### src/rtl/flow_sel_gen.sv
// Heavy/light traffic flow request generator: per-frame detection counting, streak
// hysteresis, and hand-over at phase boundaries. Optional frame-loss timeout: FLOW_TIMEOUT_EN.
module flow_sel_gen #(
    parameter int CNT_W       = 8,
    parameter int HIGH_TH     = 12,
    parameter int LOW_TH      = 6,
    parameter int HOLD_FRAMES = 4,
    parameter int TIMEOUT_CYC = 100_000_000
) (
    input  logic             clk,
    input  logic             reset,
    input  logic             car_det,
    input  logic             frame_end,
    input  logic             tr_valid,
    output logic             traffic_sel,
    output logic             sel_pending,
    output logic             sel_changed,
    output logic [CNT_W-1:0] frame_cnt
);

    // state       | meaning
    // ST_LIGHT     | light flow granted, no request
    // ST_LIGHT_PEND| light flow granted, heavy requested, waiting for tr_valid
    // ST_HEAVY     | heavy flow granted, no request
    // ST_HEAVY_PEND| heavy flow granted, light requested, waiting for tr_valid
    // Bit 1 is the granted flow and bit 0 the pending flag, so both outputs come straight off flops.
    typedef enum logic [1:0] {
        ST_LIGHT      = 2'b00,
        ST_LIGHT_PEND = 2'b01,
        ST_HEAVY      = 2'b10,
        ST_HEAVY_PEND = 2'b11
    } state_t;

    localparam int               STR_W   = 4;
    localparam logic [STR_W-1:0] HOLD_L  = STR_W'(HOLD_FRAMES);
    localparam logic [STR_W-1:0] HOLD_M1 = STR_W'(HOLD_FRAMES - 1);
    localparam logic [CNT_W-1:0] HIGH_L  = CNT_W'(HIGH_TH);
    localparam logic [CNT_W-1:0] LOW_L   = CNT_W'(LOW_TH);

    if (LOW_TH >= HIGH_TH || HOLD_FRAMES < 1 || HOLD_FRAMES > 15 || TIMEOUT_CYC < 1 ||
        HIGH_TH > (1 << CNT_W) - 1) begin : g_param_check
        $error("flow_sel_gen: inconsistent parameter set");
    end

    state_t             state_q, state_d;
    logic [CNT_W-1:0]   acc_q, acc_d, acc_inc;
    logic [CNT_W-1:0]   frame_cnt_q, frame_cnt_d;
    logic [STR_W-1:0]   heavy_q, heavy_d, light_q, light_d;
    logic               heavy_frame, light_frame;
    logic               heavy_hit, light_hit;
    logic               sel_changed_q, sel_changed_d;
    logic               timeout;

`ifdef FLOW_TIMEOUT_EN
    localparam int              TO_W    = (TIMEOUT_CYC > 1) ? $clog2(TIMEOUT_CYC) : 1;
    localparam logic [TO_W-1:0] TO_LOAD = TO_W'(TIMEOUT_CYC - 1);

    logic [TO_W-1:0] to_q, to_d;

    // Down-counter reloaded by every frame_end; terminal count means the camera went quiet.
    always_comb begin
        timeout = !frame_end && (to_q == '0);
        to_d    = (frame_end || timeout) ? TO_LOAD : to_q - 1'b1;
    end

    always_ff @(posedge clk or negedge reset) begin
        if (!reset) to_q <= TO_LOAD;
        else        to_q <= to_d;
    end
`else
    assign timeout = 1'b0;
`endif

    // Closing count includes a detection landing in the frame_end cycle.
    always_comb begin
        acc_inc     = (car_det && acc_q != '1) ? acc_q + 1'b1 : acc_q;
        heavy_frame = (acc_inc >= HIGH_L);
        light_frame = (acc_inc <= LOW_L);
        frame_cnt_d = frame_cnt_q;
        acc_d       = acc_inc;
        if (frame_end) begin
            frame_cnt_d = acc_inc;
            acc_d       = '0;
        end else if (timeout) begin
            acc_d = '0;
        end
    end

    // Hits fire only on the frame that brings a streak up to HOLD_FRAMES.
    always_comb begin
        heavy_d   = heavy_q;
        light_d   = light_q;
        heavy_hit = 1'b0;
        light_hit = 1'b0;
        if (frame_end) begin
            if (heavy_frame) begin
                heavy_d   = (heavy_q == HOLD_L) ? heavy_q : heavy_q + 1'b1;
                light_d   = '0;
                heavy_hit = (heavy_q == HOLD_M1);
            end else if (light_frame) begin
                light_d   = (light_q == HOLD_L) ? light_q : light_q + 1'b1;
                heavy_d   = '0;
                light_hit = (light_q == HOLD_M1);
            end else begin
                heavy_d = '0;
                light_d = '0;
            end
        end else if (timeout) begin
            heavy_d = '0;
            light_d = '0;
        end
    end

    always_ff @(posedge clk or negedge reset) begin
        if (!reset) begin
            acc_q       <= '0;
            frame_cnt_q <= '0;
            heavy_q     <= '0;
            light_q     <= '0;
        end else begin
            acc_q       <= acc_d;
            frame_cnt_q <= frame_cnt_d;
            heavy_q     <= heavy_d;
            light_q     <= light_d;
        end
    end

    always_ff @(posedge clk or negedge reset) begin
        if (!reset) begin
            state_q       <= ST_LIGHT;
            sel_changed_q <= 1'b0;
        end else begin
            state_q       <= state_d;
            sel_changed_q <= sel_changed_d;
        end
    end

    // Fresh streak evidence cancels a pending request ahead of a coincident tr_valid.
    always_comb begin
        state_d = state_q;
        case (state_q)
            ST_LIGHT: begin
                if (heavy_hit) state_d = ST_LIGHT_PEND;
            end
            ST_LIGHT_PEND: begin
                if (timeout || light_hit) state_d = ST_LIGHT;
                else if (tr_valid)        state_d = ST_HEAVY;
            end
            ST_HEAVY: begin
                if (timeout || light_hit) state_d = ST_HEAVY_PEND;
            end
            ST_HEAVY_PEND: begin
                if (heavy_hit)     state_d = ST_HEAVY;
                else if (tr_valid) state_d = ST_LIGHT;
            end
            default: state_d = ST_LIGHT;
        endcase
        sel_changed_d = (state_d[1] != state_q[1]);
    end

    always_comb begin
        traffic_sel = state_q[1];
        sel_pending = state_q[0];
        sel_changed = sel_changed_q;
        frame_cnt   = frame_cnt_q;
    end

endmodule

### config.mk
export PLATFORM = sky130hd
export DESIGN_NAME = flow_sel_gen
export DESIGN_NICKNAME = d
export VERILOG_FILES = /design/src/rtl/flow_sel_gen.sv
export SDC_FILE = /design/constraint.sdc
export NUM_CORES = 1
export LEC_CHECK = 0
export ABC_AREA = 1
export CORE_ASPECT_RATIO = 1.4
export CORE_MARGIN = 8
export CORE_UTILIZATION = 57
export DETAILED_ROUTE_END_ITERATION = 7
export DONT_BUFFER_PORTS = 1
export PLACE_DENSITY = 0.73
export SYNTH_ARGS = -nofsm -noshare
export SYNTH_HDL_FRONTEND = slang
export SYNTH_SLANG_ARGS = --single-unit
### constraint.sdc
create_clock -name clk -period 6 [get_ports clk]
set_clock_uncertainty 0.15 [all_clocks]
set_input_delay 0.3 -clock clk [delete_from_list [all_inputs] [get_ports clk]]
set_output_delay 0.3 -clock clk [all_outputs]
set_load 0.02 [all_outputs]
## Word-level counts from Yosys, hierarchy flattened

Index checks and enable logic that the tools add are counted.

- Register bits: 27
- Input port bits: 5
- Output and inout bits: 11
- Word-level logic and storage cells: 51

- Add/subtract/negate cells: 3
- Order comparisons: 2
- Equal/unequal tests: 15
- Muxes and demuxes: 19
- Reductions and logical operators: 5

Operator list:

| operator | count |
|---|---|
| two-way mux 4 bit | 5 |
| two-way mux 8 bit | 2 |
| two-way mux 2 bit | 6 |
| != test 3 bit (second input constant) | 3 |
| adder 4 x 1 -> 4 bit (second input constant) | 2 |
| adder 8 x 1 -> 8 bit (second input constant) | 1 |
| == test 4 x 2 -> 1 bit (second input constant) | 2 |
| == test 4 x 3 -> 1 bit (second input constant) | 2 |
| >= comparator 8 x 4 -> 1 bit (second input constant) | 1 |
| <= comparator 8 x 3 -> 1 bit (second input constant) | 1 |
| != test 8 bit (second input constant) | 1 |
| case mux 2 bit (4 select lines) | 1 |
| != test 2 bit (second input constant) | 3 |
| two-way mux 1 bit | 5 |
| == test 2 bit (second input constant) | 2 |
| AND reduction 2 bit | 2 |
| AND reduction 4 bit | 1 |
| == test 2 x 1 -> 1 bit (second input constant) | 1 |
| logical NOT 2 bit | 1 |
| logical AND 1 bit | 1 |
| != test 1 bit | 1 |

## Logic depth before layout (Yosys ltp)

- Depth in word-level cells: 10
- Mapped depth: 17

## Worst setup path after synthesis

OpenSTA, ideal clock, no wires.

- Path kind: reg2reg
- From: register acc_q[0]
- To: register state_q[0]
- Library setup time: 118 ps
- Arrival: 1,659 ps
- Setup slack: 4,073 ps
- Stages on the path, launching flop included: 18
- Period minus slack after synthesis: 1,927 ps
- Path through: dfrtp_1 -> ha_1 -> nand2_1 -> nor2_4 -> nand2_4 -> nand2_8 -> nand2_1 -> nand2_1 -> nor2_2 -> inv_1 -> nor2_1 -> nand2_1 -> nand2_2 -> nand2_1 -> nand2_1 -> nand2_1 -> nand2_1 -> nand2_1

- Cells in the longest elaborated chain, start to end: 9
- Elaborated cells between the ends (all ways): 19

RTL lines:

| element | RTL line | text |
|---|---|---|
| from (decl) | 46 | `logic [CNT_W-1:0] acc_q, acc_d, acc_inc;` |
| from (signal assigned) | 116 | `acc_q <= '0;` |
| from (signal assigned) | 121 | `acc_q <= acc_d;` |
| parallel branches: the longest is 2 deep, another holds adder 8 x 1 -> 8 bit | - |  |
| two-way mux 8 bit (*) | 76 | `acc_inc = (car_det && acc_q != '1) ? acc_q + 1'b1 : acc_q;` |
| <= comparator 8 x 3 -> 1 bit | 78 | `light_frame = (acc_inc <= LOW_L);` |
| two-way mux 1 bit | 100 | `end else if (light_frame) begin` |
| two-way mux 1 bit | 96 | `if (heavy_frame) begin` |
| two-way mux 1 bit | 95 | `if (frame_end) begin` |
| != test 3 bit (no source line) (tied with other cells) | - |  |
| AND reduction 4 bit (no source line) / case mux 2 bit (4 select lines) (equally long branches) | - |  |
| to (signal assigned) | 133 | `state_q <= state_d;` |
| to (decl) | 45 | `state_t state_q, state_d;` |

Mark *: on every way between the ends.
A chain may end at the register's enable or synchronous reset.

## Worst setup path in the final report

- From: register acc_q[0]
- To: register heavy_q[3]

- Cells in the longest elaborated chain, start to end: 6
- Elaborated cells between the ends (all ways): 8

RTL lines:

| element | RTL line | text |
|---|---|---|
| parallel branches: the longest is 2 deep, another holds adder 8 x 1 -> 8 bit | - |  |
| two-way mux 8 bit (*) | 76 |  |
| >= comparator 8 x 4 -> 1 bit (*) | 77 | `heavy_frame = (acc_inc >= HIGH_L);` |
| != test 2 bit (no source line) | - |  |
| AND reduction 2 bit (no source line) | - |  |
| to (signal assigned) | 123 | `heavy_q <= heavy_d;` |
| to (decl) | 48 | `logic [STR_W-1:0] heavy_q, heavy_d, light_q, light_d;` |

Marked as above.

==> run metrics <==
n_diodes 0; Seq/Total Area, Yosys 40.2%; Setup Viol. Count Final 0; Critical Path AT 2.15 ns; Area growth syn-to-layout 7.00%; Post-synth EDFFs 0; CTS tree yes; most common cell in the synthesized netlist nand2_1; Root Buffer clkbuf_8; leading area contributor after synthesis dfrtp_1; post-detailed-route via-to-cell ratio 5.12; startpoint types flip-flop; cell count after synthesis 218; htree depth 1; Synth top area share 40.2%; share of layout cells above drive strength 1 13.5%; Synth Net Count 228; slowest stage delay, CP 0.41 ns; vias 1327; Rel. slew slack 68.0%; All-Layer GR Usage 15.4%; vias in the first global route 1302; Clock Latency Late Sink 0.27 ns; Ys Warns 0; Routed Antenna Nets 0; minimum clock period 2.14 ns; Req. time, crit path 6.01 ns; DRT Wirelength 3.40 mm; WHS 0.0244 ns; DR iter-0 viols 60; largest net degree at the start of global routing 28; Avg Inst Size Synth 7.70 um2; DPL Wire Length 2.59 mm; critical path peak fanout 8; CP dominant cell by count nand2_1; Synth top cells by count nand2_1 (55), inv_1 (34), dfrtp_1 (27), nand3_1 (20), nor2_1 (19); IO Port Bufs 0; leading register cell type out of synthesis dfrtp_1; Die Height 80.2 um; initial antenna violation count 0; Post-synth ARST share 100%; crit end category flip-flop; VDD IR-drop max 0.261 mV; CP Cell Sequence ha_1, nand2_1, nor2_4, nand4_1, nand2_1, inv_1, nor2_2, nand3_4, nand4_4, nand2_4, nand2_1, o21ai_2; clock sinks 27; IO Pins 16; Pwr Density 249 nW/um2; RSZ-0062 raised after global routing no; clk buf depth 2; routed length per placed instance 13.1 um; Rows 23; setup repair bufs after CTS 0; Pre-Repair DR Iteration Count 4; final hold viol count 0; max-cap violation count 0; setup TNS 0 ns; CORE AREA 2850 um2; status finished clean; Slew Viols, Final 0; clk slew on worst S/H paths 0.09 ns; synth top area cells dfrtp_1 (40%), nand2_1 (12%), inv_1 (7.6%), nand3_1 (6.0%), nor2_1 (4.2%); mapped cell area 1680 um2; Final nets 233; CTS buffer count 3; total gr overflow 0; overall die area 4960 um2; post-synth cell types 31; worst-margin pin slew 0.479 ns; period utilization 35.7%; Chip Width 61.9 um; fmax 0.467 GHz; global-route wire length before repair 5.87 mm; Post-route DRC 0; Yosys reg bits 27; HP Class in2reg; kind of critical path reg2reg; CP max-delay cell dfrtp_1; final RePlAce weighted congestion 0.828; Initial Utilization 58.9%; LEAKAGE 0.928 nW
==> critical path, delay by kind of cell (launching register included) <==
kind,cells,cell delay (ns)
AO/OA/AOI/OAI,1,0.05
adder cells (fa/ha/maj),1,0.20
buffers and inverters,1,0.08
flip-flops,1,0.41
AND/OR/NAND/NOR,9,1.15
==> cell families (layout without fill, tap and decap cells) <==
group           after synthesis  after routing  synth area share (%)
compound gates               20             20                  7.00
xor+xnor                      4              4                  2.09
fa+ha+maj                     5              5                  3.73
buf+inv                      39             43                  9.02
flops                        27             27                  40.2
simple gates                123            123                  37.9
==> power by group <==
| part | leakage (nW) | internal (mW) | switching (mW) | total (mW) |
|---|---|---|---|---|
| sequential | 0.361 | 0.204 | 0.0388 | 0.243 |
| clock | 0.0228 | 0.0475 | 0.0539 | 0.101 |
| combinational | 0.544 | 0.0395 | 0.0645 | 0.104 |
==> routing by layer <==
metal / wire (um) / vias to the layer above / GRT usage [%]
met5: 0 / - / 0
met4: 25 / 0 / 6.41
met3: 87 / 2 / 2.24
met2: 1900 / 15 / 28.1
met1: 1390 / 617 / 16.6
li1: - / 693 / -
==> worst paths after layout <==
kind                               endpoint  startpoint  slack [ns]  cells past startpoint
worst min-delay path            sel_changed    tr_valid        0.02                      2
min in group asynchronous        state_q[0]       reset        0.32                      2
worst max register to register   heavy_q[3]    acc_q[0]        3.86                     12
worst min register to register   heavy_q[3]  heavy_q[3]        0.42                      2
max in group asynchronous          acc_q[2]       reset        5.23                      2
worst max-delay path             heavy_q[3]    acc_q[0]        3.86                     12
==> area by class of cell <==
| type | instances | area [um2] |
|---|---|---|
| clock buffers | 4 | 45.0 |
| fillers | 249 | 1050 |
| inverters | 36 | 138 |
| multi-input cells | 152 | 852 |
| flip-flops and latches | 27 | 676 |
| well taps | 37 | 46.3 |
| repair buffers | 3 | 40.0 |
==> per-stage QoR <==
step | utilization [%] | power [mW] | setup slack [ns] | area [um2] | instances
final | 63.1 | 0.448 | 3.86 | 1800 | 259
after global routing | 63.1 | 0.477 | 3.61 | 1800 | 259
after CTS | 63.1 | 0.452 | 3.83 | 1800 | 259
after detailed placement | 60.1 | 0.344 | 3.85 | 1710 | 252
after global placement | 60.1 | 0.336 | 3.90 | 1710 | 252
after floorplan | - | 0.322 | 4.07 | 1680 | 218
==> flip-flops by register name, indices dropped and copies added (netlist names) <==
register     count
acc_q            8
sel_changed      1
frame_cnt        8
state_q          2
heavy_q          4
light_q          4
==> placed cells by master (no fill, tap or decap), types with 2 or more instances in the layout <==
master	count
ha_1	5
xor2_1	2
nor2_2	3
o21ai_2	4
xnor2_1	2
nor2_4	2
nand3_1	20
clkbuf_8	3
dlygate4sd3_1	2
dfrtp_1	27
nand4_1	5
inv_1	34
o21ai_0	13
nand2_2	5
nor2_1	19
o21ai_1	2
nand2_1	55
nand2_4	3
nand3_2	3
==> timing repair <==
action                                 in CTS  in global routing
gates resized for setup                     0                  0
endpoints found under the hold margin      35                  0
hold buffers                                3                  0
No activity file was read; power rests on OpenSTA's default activity.
